--- src/rtl/network_vc_input_buffer.sv ---
// network_vc_input_buffer
//
// Input stage of one NoC router port, on the receiving end of a tile-to-tile
// link. Incoming flits are sorted into one FIFO per virtual channel. A
// per-VC go bit tells the upstream tile whether it may keep sending on that
// VC. Buffered flits are drained one per cycle, round-robin across the VCs,
// into a registered valid/ready output that feeds the crossbar.
//
// Ports
//   clk_network_i    network clock
//   rst_network_ni   asynchronous, active-low reset
//   network_valid_i  link flit valid
//   network_data_i   link flit {vc_id, broadcast, flit_type, flit}
//   network_go_o     per-VC go (1 = upstream may send on that VC)
//   data_o           buffered flit to the crossbar, same packing
//   valid_o          data_o valid
//   ready_i          crossbar accepts data_o
//   overflow_o       sticky: a flit was dropped because its VC FIFO was full
//   bad_vc_o         sticky: a flit arrived with an out-of-range vc_id
module network_vc_input_buffer #(
    parameter int FlitWidth               = 64,
    parameter int FlitTypeWidth           = 2,
    parameter int BroadcastWidth          = 1,
    parameter int VirtualChannelIdWidth   = 2,
    parameter int NumberOfVirtualChannels = 3,
    parameter int BufferDepth             = 4,
    parameter int GoThreshold             = 2,
    localparam int DataWidth = FlitWidth + FlitTypeWidth + BroadcastWidth + VirtualChannelIdWidth
) (
    input  logic                               clk_network_i,
    input  logic                               rst_network_ni,
    input  logic                               network_valid_i,
    input  logic [DataWidth-1:0]               network_data_i,
    output logic [NumberOfVirtualChannels-1:0] network_go_o,
    output logic [DataWidth-1:0]               data_o,
    output logic                               valid_o,
    input  logic                               ready_i,
    output logic                               overflow_o,
    output logic                               bad_vc_o
);

    localparam int NumVc    = NumberOfVirtualChannels;
    localparam int VcWidth  = VirtualChannelIdWidth;
    localparam int PtrWidth = $clog2(BufferDepth);
    localparam int CntWidth = $clog2(BufferDepth + 1);

    localparam logic [CntWidth-1:0] DepthCount = CntWidth'(BufferDepth);
    localparam logic [CntWidth-1:0] GoLimit    = CntWidth'(BufferDepth - GoThreshold);
    localparam logic [VcWidth:0]    NumVcExt   = (VcWidth + 1)'(NumVc);
    localparam logic [VcWidth-1:0]  LastVc     = VcWidth'(NumVc - 1);

    logic [DataWidth-1:0] mem [NumVc][BufferDepth];
    logic [PtrWidth-1:0]  wr_ptr [NumVc];
    logic [PtrWidth-1:0]  rd_ptr [NumVc];
    logic [CntWidth-1:0]  count [NumVc];
    logic [CntWidth-1:0]  count_next [NumVc];

    logic [VcWidth-1:0] in_vc;
    logic               in_vc_ok;
    logic               load;
    logic [VcWidth-1:0] last_grant;
    logic [VcWidth-1:0] grant;
    logic               grant_found;
    int                 arb_idx;
    logic [NumVc-1:0]   wr_en;
    logic [NumVc-1:0]   pop;
    logic               drop_full;

    assign in_vc    = network_data_i[DataWidth-1 -: VcWidth];
    assign in_vc_ok = {1'b0, in_vc} < NumVcExt;

    // The output register takes a new flit whenever it is empty or being
    // consumed this cycle.
    assign load = !valid_o || ready_i;

    // Round-robin search starting just after the last granted VC.
    always_comb begin
        grant_found = 1'b0;
        grant       = '0;
        arb_idx     = 0;
        for (int i = 1; i <= NumVc; i++) begin
            arb_idx = (int'(last_grant) + i) % NumVc;
            if (!grant_found && count[arb_idx] != '0) begin
                grant_found = 1'b1;
                grant       = VcWidth'(arb_idx);
            end
        end
    end

    // A full FIFO can still accept a flit if it is popped on the same edge.
    always_comb begin
        wr_en     = '0;
        pop       = '0;
        drop_full = 1'b0;
        for (int v = 0; v < NumVc; v++) begin
            pop[v] = load && grant_found && (grant == VcWidth'(v));
            if (network_valid_i && in_vc_ok && (in_vc == VcWidth'(v))) begin
                if ((count[v] < DepthCount) || pop[v]) begin
                    wr_en[v] = 1'b1;
                end else begin
                    drop_full = 1'b1;
                end
            end
            count_next[v] = count[v] + CntWidth'(wr_en[v]) - CntWidth'(pop[v]);
        end
    end

    // Storage has no reset; occupancy is tracked by the counters.
    always_ff @(posedge clk_network_i) begin
        for (int v = 0; v < NumVc; v++) begin
            if (wr_en[v]) begin
                mem[v][wr_ptr[v]] <= network_data_i;
            end
        end
    end

    // Pointers, counters, go flags, output register and sticky errors.
    always_ff @(posedge clk_network_i or negedge rst_network_ni) begin
        if (!rst_network_ni) begin
            for (int v = 0; v < NumVc; v++) begin
                wr_ptr[v] <= '0;
                rd_ptr[v] <= '0;
                count[v]  <= '0;
            end
            network_go_o <= '1;
            data_o       <= '0;
            valid_o      <= 1'b0;
            last_grant   <= LastVc;
            overflow_o   <= 1'b0;
            bad_vc_o     <= 1'b0;
        end else begin
            for (int v = 0; v < NumVc; v++) begin
                count[v] <= count_next[v];
                if (wr_en[v]) begin
                    wr_ptr[v] <= wr_ptr[v] + 1'b1;
                end
                if (pop[v]) begin
                    rd_ptr[v] <= rd_ptr[v] + 1'b1;
                end
                network_go_o[v] <= count_next[v] < GoLimit;
            end
            if (load) begin
                if (grant_found) begin
                    data_o     <= mem[grant][rd_ptr[grant]];
                    valid_o    <= 1'b1;
                    last_grant <= grant;
                end else begin
                    valid_o <= 1'b0;
                end
            end
            overflow_o <= overflow_o | drop_full;
            bad_vc_o   <= bad_vc_o | (network_valid_i && !in_vc_ok);
        end
    end

endmodule

--- config.mk ---
export PLATFORM = sky130hd
export DESIGN_NAME = network_vc_input_buffer
export DESIGN_NICKNAME = d
export VERILOG_FILES = /design/src/rtl/network_vc_input_buffer.sv
export SDC_FILE = /design/constraint.sdc
export NUM_CORES = 1
export LEC_CHECK = 0
export CAP_MARGIN = 10
export CELL_PAD_IN_SITES_DETAIL_PLACEMENT = 0
export CELL_PAD_IN_SITES_GLOBAL_PLACEMENT = 1
export CORE_MARGIN = 3
export CORE_UTILIZATION = 51
export DETAILED_ROUTE_END_ITERATION = 8
export PLACE_DENSITY_LB_ADDON = 0.1
export SETUP_SLACK_MARGIN = 0.4
export SKIP_CTS_REPAIR_TIMING = 1
export SYNTH_ARGS = -nofsm -noshare
export SYNTH_HDL_FRONTEND = slang
export SYNTH_SLANG_ARGS = --single-unit
--- constraint.sdc ---
create_clock -name clk_network_i -period 6.35 [get_ports clk_network_i]
set_clock_uncertainty 0.1 [all_clocks]
set_input_delay 0.9525 -clock clk_network_i [delete_from_list [all_inputs] [get_ports clk_network_i]]
set_output_delay 0.9525 -clock clk_network_i [all_outputs]
set_load 0.1 [all_outputs]
## After elaboration in Yosys (flattened, before gate mapping)

Memories as Yosys holds them, arrays and structs flattened.
Cells that the tools add are included.
Widths: inputs -> output; s select.

| word-level totals | value |
|---|---|
| memory bits (writable) | 828 |
| output and inout port bits | 75 |
| register bits | 98 |
| memories kept | 1 |
| word-level logic and storage cells | 148 |
| input bits | 73 |

| operators by class | value |
|---|---|
| $lt $le $gt $ge | 18 |
| bitwise logic cells | 10 |
| equal/unequal tests | 4 |
| $add $sub $neg | 15 |
| div/mod/pow operators | 3 |
| reduce and logical (&&, ||, !) cells | 30 |
| multiplexer cells | 52 |

Memory list:

| name | depth | width | rd ports | clocked after memory_dff | wr ports | line | RTL |
|---|---|---|---|---|---|---|---|
| mem | 3 | 276 | 1 | 0 | 1 | 52 | `logic [DataWidth-1:0] mem [NumVc][BufferDepth];` |

Operators by type and width:

| cell | count |
|---|---|
| $mux 276 | 7 |
| $reduce_or 276->1 | 2 |
| $demux 69 s2 | 3 |
| $mux 69 | 5 |
| $bmux 69 s2 | 1 |
| $ge 32x3->1 const B | 3 |
| $mod 32x3->32 const B | 3 |
| $not 32->32 | 3 |
| $mux 1 | 19 |
| $bmux 3 s2 | 3 |
| $mux 3 | 6 |
| $ge 3x3->1 const B | 5 |
| $not 2->3 | 5 |
| $logic_and 1x1->1 | 14 |
| $mux 2 | 7 |
| $add 2x1->2 const B | 6 |
| $add 3x1->3 | 3 |
| $lt 3x1->1 const B | 3 |
| $lt 3x2->1 const B | 3 |
| $lt 3x3->1 const B | 3 |
| $reduce_bool 3->1 | 3 |
| $sub 3x1->3 | 3 |
| $add 2x2->3 const B | 2 |
| $bmux 2 s2 | 1 |
| 9 further kinds | 19 |

## Logic depth before layout (Yosys ltp)

| depth | value |
|---|---|
| depth after elaboration | 24 |
| depth in mapped cells | 20 |
| mapped depth without buffers | 18 |

## Worst setup path after synthesis

No wires, ideal clock.

| timing | value |
|---|---|
| path kind | reg-to-reg |
| start point | register last_grant[1] |
| end point | memory mem[0][0] (netlist name), enable pin |
| data required time | 5.815 ns |
| path slack | 1.593 ns |
| arrival | 4.222 ns |
| stages on the path, launching flop included | 11 |
| clock period less this slack | 4.757 ns |
| cells stage by stage | dfstp_2 > ha_1 > clkbuf_1 > o32ai_2 > nor4bb_1 > nand2b_1 > clkbuf_1 > nor3_2 > nand2b_1 > and4bb_2 > and2_1 |

| on the way | value |
|---|---|
| elaborated cells on any way between the ends | 59 |
| classes of those cells | 3 x add/sub; 3 x div; 2 x eq/ne; 31 x mux; 3 x bitwise; 17 x reduce/logical |

RTL lines:

| element | line | RTL |
|---|---|---|
| start, declared | 61 | `logic [VcWidth-1:0] last_grant;` |
| start signal, assigned | 128 | `last_grant <= LastVc;` |
| start signal, assigned | 146 | `last_grant <= grant;` |
| $add 2x1->3 | 82 | `arb_idx = (int'(last_grant) + i) % NumVc;` |
| $mod 32x3->32 | 82 |  |
| $not 32->32 (implied by the code) | 83 | `if (!grant_found && count[arb_idx] != '0) begin` |
| $bmux 3 s2 | 83 |  |
| $mux 3 (implied by the code) (2 in series) | 83 |  |
| $reduce_bool 3->1 | 83 |  |
| $mux 1 | 83 |  |
| $logic_not 1->1 | 83 |  |
| [... 6 more ...] | n/a |  |
| $logic_and 1x1->1 * | 96 | `pop[v] = load && grant_found && (grant == VcWidth'(v));` |
| net pop[0] | 66 | `logic [NumVc-1:0] pop;` |
| $logic_or 1x1->1 * | 98 | `if ((count[v] < DepthCount) \|\| pop[v]) begin` |
| $mux 1 * | 98 |  |
| $mux 1 * | 97 | `if (network_valid_i && in_vc_ok && (in_vc == VcWidth'(v))) begin` |
| $mux 1 * | 111 | `if (wr_en[v]) begin` |
| $mux 276 (implied by the code) * | 112 | `mem[v][wr_ptr[v]] <= network_data_i;` |
| $mux 276 (no line) * (2 in series) | n/a |  |
| end, declared | 52 |  |

The timed path passes the listed nets; every way through them passes the cells marked *. The select of a mux whose other input is x is not followed.

==> reports/qor.csv <==
metric,value,unit
CP max stage delay,0.70,ns
largest area contributor in the netlist,edfxtp_1,
Worst Tran Pin Value,1.12,ns
Initial Utilization,0.517,
crit path kind,reg -> reg,
slew margin rel.,0.256,
Post-synth top cells,"edfxtp_1 (828), nand2_1 (300), nor2_1 (197), nand3_1 (175), a21oi_1 (141)",
Pins Over Slew Limit,0,
DR iter-0 viols,2232,
critical path launch point type,flop,
CP max FO,42,
top cell type's share of synthesized area,0.683,
Post-DRT Antenna Nets,0,
clock sinks,926,
site row count,97,
Die H,273,um
simple-gate area share of the yosys netlist,0.0999,
Final period util,0.786,
core footprint,70400,um2
TritonRoute pass-1 iters,6,
port bufs,147,
vias per cell,5.98,
Bufs on Longest Clock Path,3,
Syn Nets,2746,
syn avg cell area,13.8,um2
Synth area leaders,"edfxtp_1 (68%), dfrtp_1 (6.5%), nand2_1 (3.1%), nand3_1 (2.4%), a31oi_1 (2.4%)",
Max-cap violations,0,
critical path required time,6.81,ns
hpwl dp,44800,um
Mapped Cells,2648,
number of flops mapped to enable cells by yosys,828,
routability cong.,0.755,
critical path's most frequent cell,inv_1,
largest net degree at the start of global routing,193,
number of global-route vias before repair,22567,
multi-input logic area,7970,um2
synth unique cells,59,
FILL cells,5513,
Die Footprint,74700,um2
number of buffers created by CTS,95,
drt drc,0,
first-pass GRT wire length,141000,um
min-delay worst type,in -> async,
Worst path slowest cell,nand2b_4,
H-tree Lvls,3,
Post-Synth Adder-Cell Area,0.00921,
Worst-path clk slew,0.06,ns
Area Growth Syn to Fin,15.4,%
"Arr. time, crit path",5.45,ns
root buf cell,clkbuf_16,
RSZ-0062 raised after global routing,false,
Max Fclk,200,MHz
share of cells above drive strength 1,0.0845,
Ports,148,
Post-Place Cell Area,38800,um2
initial antenna violation count,8,
Synth warnings,0,
Main synth FF type,edfxtp_1,
nets@finish,2837,
Reg area,27300,um2
"Cell Area, Synth",36400,um2
XOR/XNOR Fraction of Synth Area,0.00361,
Tmin final,4.99,ns
Total GRT Usage,0.250,
mux contribution to synthesized area,0.00148,
compound-cell area share of the yosys netlist,0.103,
most common cell in the netlist,edfxtp_1,
drt wl/cell,24.6,um
chip width,273,um
"Core Util, Final",0.597,
post-synthesis register bit count,926,
final cell area excluding filler cells,42000,um2
Sum Neg Setup Slack,0,ns
Overflow after GRT,0,
Clock Latency Late Sink,0.64,ns
CTS tree,built,
endpoints failing setup,0,
total wire length,92700,um
async set-reset flop share out of synthesis,0.106,
outcome,"complete, no violations",
total number of vias,22517,
crit end category,flop,
CP cell instances,inv_1 -> ha_1 -> nor4_2 -> o32ai_2 -> nor4bb_1 -> nand2b_4 -> nor3_2 -> nand2b_1 -> and4bb_2 -> inv_1 -> ha_1 -> inv_1 -> ha_1 -> inv_1 -> fa_1 -> xnor2_1 -> xnor2_1 -> nor2_1,
Hold Fails Final Rpt,0,
sequential cell area fraction in the yosys report,0.750,
largest family of logic cells by synthesized area,compound AO/OA/AOI/OAI gates,
==> through the flow <==
stage | worst slack, ns | instances | hold WS, ns
after floorplan | 1.59 | 2648 | 0.344
after global placement | 1.50 | 3582 | 0.363
after detailed placement | 1.34 | 3582 | 0.363
after CTS | 1.33 | 3758 | 0.307
after global routing | 0.991 | 3762 | 0.328
final | 1.36 | 3765 | 0.316
==> registers in the layout, indices dropped and copies added, names as in the netlist <==
name	count
mem	828
wr_ptr	6
rd_ptr	6
overflow_o	1
data_o	69
count	9
valid_o	1
last_grant	2
network_go_o	3
bad_vc_o	1
==> final timing paths <==
kind,start,endpoint,slack (ns),cells past startpoint
setup reg to reg,last_grant[1],network_go_o[0],1.36,18
hold / removal,rst_network_ni,data_o[35],0.32,1
setup / recovery,last_grant[1],network_go_o[0],1.36,18
min in group clk_network_i,rd_ptr[5],rd_ptr[5],0.37,1
hold reg to reg,rd_ptr[5],rd_ptr[5],0.37,1
max in group asynchronous,rst_network_ni,data_o[61],4.58,2
==> layer usage <==
layer  vias to the layer above  global-route usage  part of all wire
met3                       128              0.0435             0.058
met2                       676               0.413              0.49
met5                         -                   0           0.00025
met4                         4              0.0701             0.022
met1                     11557               0.344              0.43
li1                      10152                   -                 -
==> cell usage in the layout, fill, tap and decap left out, drive strengths merged, types with 4 or more instances in the layout <==
master,n
dfstp,4
clkbuf,119
dfrtp,94
o21ai,72
diode,7
xnor2,13
clkdlybuf4s50,146
a211oi,69
buf,41
o32ai,4
o31ai,51
a31oi,139
inv,97
nand2b,7
edfxtp,828
clkinvlp,8
nor3,106
and2,13
clkinv,33
nor2,198
nand4,18
bufinv,13
nand3,175
ha,22
nand2,300
a21oi,143
a221oi,70
==> cell type report <==
cell class              instances  share of cell area
diodes                          7            0.000417
clock buffers                 119              0.0609
clock inverters                57              0.0152
inverters                      94             0.00839
multi-input cells            1435               0.190
flip-flops and latches        926               0.650
well taps                     940              0.0280
repair buffers                187              0.0474
==> cell families after synthesis <==
kind of cell             after synthesis
adder cells (fa/ha/maj)               25
AO/OA/AOI/OAI                        561
XOR/XNOR                              15
buffers and inverters                287
flip-flops                           926
AND/OR/NAND/NOR                      829
multiplexers                           5
==> critical path, delay by kind of cell, from the launching register on <==
family,cells,cell delay (ns)
xor+xnor,2,0.36
simple gates,7,2.39
compound gates,1,0.23
flops,1,0.55
buf+inv,4,0.28
fa+ha+maj,4,1.00
Power is not shown: default switching activity piles up to over one toggle a cycle in this logic, so the estimate is an artifact.
